`src/rtl/send_ack_rr_arbiter.sv`:
```
// Round-robin arbiter sharing one Send/Ack (active-low, four-phase) stage between N_REQ requesters.
// Optional REQ-phase abort on a stalled Ack_in is enabled by defining ARB_TIMEOUT_EN.
module send_ack_rr_arbiter #(
  parameter int N_REQ   = 4,
  parameter int DW      = 16,
  parameter int TIMEOUT = 64
) (
  input  logic                       CP,
  input  logic                       MR_n,
  input  logic [N_REQ-1:0]           Send_in,
  input  logic [N_REQ-1:0]           Ga,
  input  logic [N_REQ*DW-1:0]        Data_in,
  output logic [N_REQ-1:0]           Ack_out,
  output logic                       Send_out,
  output logic [DW-1:0]              Data_out,
  input  logic                       Ack_in,
  output logic [$clog2(N_REQ)-1:0]   Grant_id,
  output logic                       Busy,
  output logic                       Err,
  output logic [1:0]                 dbg_state
);

  localparam int GW = $clog2(N_REQ);

  localparam logic [1:0] IDLE = 2'd0;
  localparam logic [1:0] REQ  = 2'd1;
  localparam logic [1:0] ACK  = 2'd2;
  localparam logic [1:0] REL  = 2'd3;

  // Handshake: a side requests by driving Send low; the partner answers by driving Ack low;
  // Send then returns high and Ack follows it high. Every phase change is taken on a CP edge.

  logic [1:0]       state_q, state_d;
  logic             send_q, send_d;
  logic [N_REQ-1:0] ack_q, ack_d;
  logic [DW-1:0]    data_q, data_d;
  logic [GW-1:0]    grant_q, grant_d;
  logic [GW-1:0]    ptr_q, ptr_d;
  logic             busy_q, busy_d;
  logic             err_q, err_d;

`ifdef ARB_TIMEOUT_EN
  localparam int CW = $clog2(TIMEOUT + 1);
  logic [CW-1:0]    cnt_q, cnt_d;
`endif

  logic [N_REQ-1:0] elig;
  logic             sel_found;
  logic [GW-1:0]    sel_idx;
  logic [GW-1:0]    scan_idx;

  assign elig = ~Send_in & Ga;

  // Scan starts one past the last grant so the previous winner is considered last.
  always_comb begin
    sel_found = 1'b0;
    sel_idx   = '0;
    scan_idx  = '0;
    for (int k = 1; k <= N_REQ; k++) begin
      scan_idx = GW'((int'(ptr_q) + k) % N_REQ);
      if (!sel_found && elig[scan_idx]) begin
        sel_found = 1'b1;
        sel_idx   = scan_idx;
      end
    end
  end

  always_comb begin
    state_d = state_q;
    send_d  = send_q;
    ack_d   = ack_q;
    data_d  = data_q;
    grant_d = grant_q;
    ptr_d   = ptr_q;
    err_d   = err_q;
`ifdef ARB_TIMEOUT_EN
    cnt_d   = cnt_q;
`endif
    case (state_q)
      IDLE: begin
        if (sel_found) begin
          send_d  = 1'b0;
          data_d  = Data_in[sel_idx*DW +: DW];
          grant_d = sel_idx;
          ptr_d   = sel_idx;
          state_d = REQ;
`ifdef ARB_TIMEOUT_EN
          cnt_d   = '0;
`endif
        end
      end
      REQ: begin
        if (!Ack_in) begin
          ack_d[grant_q] = 1'b0;
          state_d        = ACK;
        end
`ifdef ARB_TIMEOUT_EN
        else if (cnt_q == CW'(TIMEOUT - 1)) begin
          // Abort: requester is never acked and stays pending for a later round.
          send_d  = 1'b1;
          err_d   = 1'b1;
          state_d = REL;
        end else begin
          cnt_d = cnt_q + 1'b1;
        end
`endif
      end
      ACK: begin
        if (Send_in[grant_q]) begin
          send_d  = 1'b1;
          state_d = REL;
        end
      end
      default: begin
        if (Ack_in) begin
          ack_d   = '1;
          state_d = IDLE;
        end
      end
    endcase
`ifndef ARB_TIMEOUT_EN
    err_d = 1'b0;
`endif
    busy_d = (state_d != IDLE);
  end

  always_ff @(posedge CP or negedge MR_n) begin
    if (!MR_n) begin
      state_q <= IDLE;
      send_q  <= 1'b1;
      ack_q   <= '1;
      data_q  <= '0;
      grant_q <= '0;
      ptr_q   <= GW'(N_REQ - 1);
      busy_q  <= 1'b0;
      err_q   <= 1'b0;
`ifdef ARB_TIMEOUT_EN
      cnt_q   <= '0;
`endif
    end else begin
      state_q <= state_d;
      send_q  <= send_d;
      ack_q   <= ack_d;
      data_q  <= data_d;
      grant_q <= grant_d;
      ptr_q   <= ptr_d;
      busy_q  <= busy_d;
      err_q   <= err_d;
`ifdef ARB_TIMEOUT_EN
      cnt_q   <= cnt_d;
`endif
    end
  end

  assign Ack_out   = ack_q;
  assign Send_out  = send_q;
  assign Data_out  = data_q;
  assign Grant_id  = grant_q;
  assign Busy      = busy_q;
  assign Err       = err_q;
  assign dbg_state = state_q;

endmodule

```
`config.mk`:
```
export PLATFORM = sky130hd
export DESIGN_NAME = send_ack_rr_arbiter
export DESIGN_NICKNAME = d
export VERILOG_FILES = /design/src/rtl/send_ack_rr_arbiter.sv
export SDC_FILE = /design/constraint.sdc
export NUM_CORES = 1
export LEC_CHECK = 0
export CAP_MARGIN = 30
export CORE_ASPECT_RATIO = 2
export CORE_MARGIN = 2
export CORE_UTILIZATION = 42
export CTS_BUF_LIST = sky130_fd_sc_hd__clkbuf_8
export CTS_CLUSTER_DIAMETER = 200
export DETAILED_ROUTE_END_ITERATION = 12
export PLACE_DENSITY_LB_ADDON = 0.2
export SLEW_MARGIN = 20
export SYNTH_ARGS = -nofsm -noshare
export SYNTH_HDL_FRONTEND = slang
export SYNTH_SLANG_ARGS = --single-unit
```
`constraint.sdc`:
```
create_clock -name CP -period 2.9 [get_ports CP]
set_input_delay 0.58 -clock CP [delete_from_list [all_inputs] [get_ports CP]]
set_output_delay 0.58 -clock CP [all_outputs]
set_load 0.01 [all_outputs]
```
==> results.yml <==
synth:
  synth.cell_area_sq_mm: 0.00172
  synth_edf_count: 0
  synthTopCellsByArea: "dfrtp_1, mux2i_1, dfstp_2"
  synth_seq_area_share_pct: 41.2
  yosysTopAreaCellShare_pct: 30.5
  ys_types: 34
  synth_cells: 165
  ys_warn_count: 0
  syn_avg_cell_area_sq_um: 10.4
  synth_flop_cell: "dfrtp_1"
  yosys_register_bits: 28
  async_flop_share_pct: 100
  yosysTopAreaCell: "dfrtp_1"
  syn-num-nets: 240
placed_design:
  postPlaceCellArea_sq_mm: 0.00275
  dpl.hpwl_um: 3490
  io_buffers: 100
  place_congestion: 0.803
die:
  die_w_um: 49.3
  io_pins: 102
  rows: 33
  initial_utilization_pct: 43.0
  fp.dieArea_sq_mm: 0.00466
  core_area_sq_mm: 0.00401
  chipHeight_um: 94.5
pwr:
  powerDensity_mw_per_mm2: 744
  peakVddDrop_v: 0.000556
  power.total_mw: 2.08
  p_leak_nw: 1.14
worst_setup_path:
  r2r-start: "ptr_q[1]$_DFFE_PN1P_"
  required_ns: 3.04
  r2r_end: "Data_out[3]$_DFFE_PN0P_"
  start_kind: "primary input"
  r2r_cells: 6
  regToRegSetupSlack_ns: 1.07
  setup.worst_path.class: "in -> reg"
  cp-end-kind: "flop"
  cp_max_fo: 14
  cp_data_arrival_time_ns: 2.35
cells_and_area:
  insertedDiodeCount: 0
  layout-drive-gt1-share_pct: 8.40
  nNetsFinal: 338
  area_growth_pct: 62.6
  n_fill_cell: 331
  stdcell_area_sq_mm: 0.00280
detailed_routing:
  ant_nets: 0
  totalWireLength_um: 4550
  avgRoutedWirePerCell_um: 14.5
  drtIter0Drc: 19
  drt-vias-per-instance: 5.37
  dr.pass1.iters: 4
  drt_drc_violations_left: 0
  routed-via-count: 1687
min_path:
  hold_path_startpoint: "Data_out[9]$_DFFE_PN0P_"
  min_path_cells: 2
  whs_endpoint: "Data_out[9]$_DFFE_PN0P_"
  hold_class: "reg -> reg"
run_status:
  status: "finished clean"
cts:
  h-tree-depth: 1
  cts_root_buffer: "clkbuf_8"
  cts_resized: 0
  clk_latency_ns: 0.27
  post_cts_buffers: 0
  cts_tree: "done"
  cts_buffer_depth: 2
  clkTransAtPathRegs_ns: 0.09
  numCtsBuffers: 3
  cts.sinks: 28
  postCtsHoldBufs: 0
timing:
  setup_tns_ns: 0
  fmax_mhz: 453
  rsz0062_at_grt: "no"
  setup_viol: 0
  finalCritPeriodShare_pct: 76.2
  slew_violations: 0
  finalHoldViolCount: 0
  skew_ns: 0.00846
  min_period_ns: 2.21
global_routing:
  antenna_found_initial: 0
  gr-total-overflow: 0
  grt_pass1_wl_um: 7420
  first_global_vias: 1626
  grt_use_total_pct: 19.9
  grt_max_degree: 34
run:
  drv_cap: 0
-- metrics by stage --
stage	instances	worst slack [ns]	hold slack [ns]	utilization [%]
after detailed placement	310	0.389	0.479	68.8
after floorplan	165	0.954	0.284	-
final	314	0.691	0.499	69.9
after global routing	314	0.535	0.526	69.9
after CTS	314	0.692	0.503	69.9
after global placement	310	0.458	0.469	68.8
-- cell type report --
class | instances | area (sq um) | area share, %
clock buffers | 3 | 41.3 | 1.48
clock inverters | 1 | 3.75 | 0.134
inverters | 1 | 3.75 | 0.134
multi-input cells | 124 | 912 | 32.6
flip-flops and latches | 28 | 709 | 25.3
well taps | 52 | 65.1 | 2.32
repair buffers | 105 | 1060 | 38.0
-- cell usage in the layout (no fill, tap or decap), types with 2 or more instances in the layout --
cell type and instances:
o21ai_0 2, dfrtp_1 21, o21a_1 3, buf_4 3, mux2i_1 32, buf_12 2, inv_1 2, clkbuf_8 3
nor2_1 8, nand2_1 25, o221ai_1 17, nand3b_1 2, a21oi_1 13, dfstp_2 7, clkdlybuf4s50_1 100, nand2b_1 4
-- layer usage --
layer / vias up / GRT usage [%] / routed length (um)
met4: 0 / 5.95 / 42
met5: - / 0 / 0
met2: 76 / 34.1 / 2270
li1: 804 / - / -
met3: 5 / 5.85 / 404
met1: 802 / 23.6 / 1830
-- cell usage after synthesis (2+ instances only) --
cell,number
nand3b_1,2
clkbuf_1,3
nand2_1,25
nor2_1,8
buf_6,6
dfstp_2,7
buf_2,2
mux2i_1,32
o21ai_0,2
a21oi_1,13
o21a_1,3
o221ai_1,17
nand2b_1,4
dfrtp_1,21
-- power by group --
part | switching (mW) | total [mW] | internal [mW] | leakage [nW]
Combinational | 0.452 | 1.09 | 0.635 | 0.781
Clock | 0.116 | 0.211 | 0.0950 | 0.0269
Sequential | 0.174 | 0.783 | 0.609 | 0.331
Total | 0.742 | 2.08 | 1.34 | 1.14
-- flip-flops by register name, summed over array words and instances, names as in the netlist --
| signal | cells |
|---|---|
| ptr_q | 2 |
| Grant_id | 2 |
| Busy | 1 |
| Data_out | 16 |
| dbg_state | 2 |
| Send_out | 1 |
| Ack_out | 4 |
-- critical path: stages --
cell,delay [ns]
clkdlybuf4s50_1,0.52
inv_1,0.08
a2111oi_4,0.44
nand2b_1,0.17
or2_1,0.24
buf_12,0.18
o221ai_1,0.14
-- cells by family after synthesis --
family	after synthesis	synth area share, %
AND/OR/NAND/NOR	50	14.4
AO/OA/AOI/OAI	39	18.0
multiplexers	33	19.9
flip-flops	28	41.2
buffers and inverters	13	5.81
XOR/XNOR	1	0.509
other	1	0.218
-- how the worst max path moves through the flow --
| stage | start | end | cells after the start |
|---|---|---|---|
| 2_1_floorplan | Send_in[2] | Data_out[0]$_DFFE_PN0P_ | 6 |
| 3_3_place_gp | Send_in[1] | Data_out[2]$_DFFE_PN0P_ | 7 |
| 3_5_place_dp | Send_in[0] | Data_out[3]$_DFFE_PN0P_ | 7 |
| 4_1_cts | Send_in[0] | Data_out[3]$_DFFE_PN0P_ | 7 |
| 5_1_grt | Send_in[0] | Data_out[7]$_DFFE_PN0P_ | 7 |
| 6_report | Send_in[0] | Data_out[3]$_DFFE_PN0P_ | 7 |
Power figures use the tool's default switching activity.
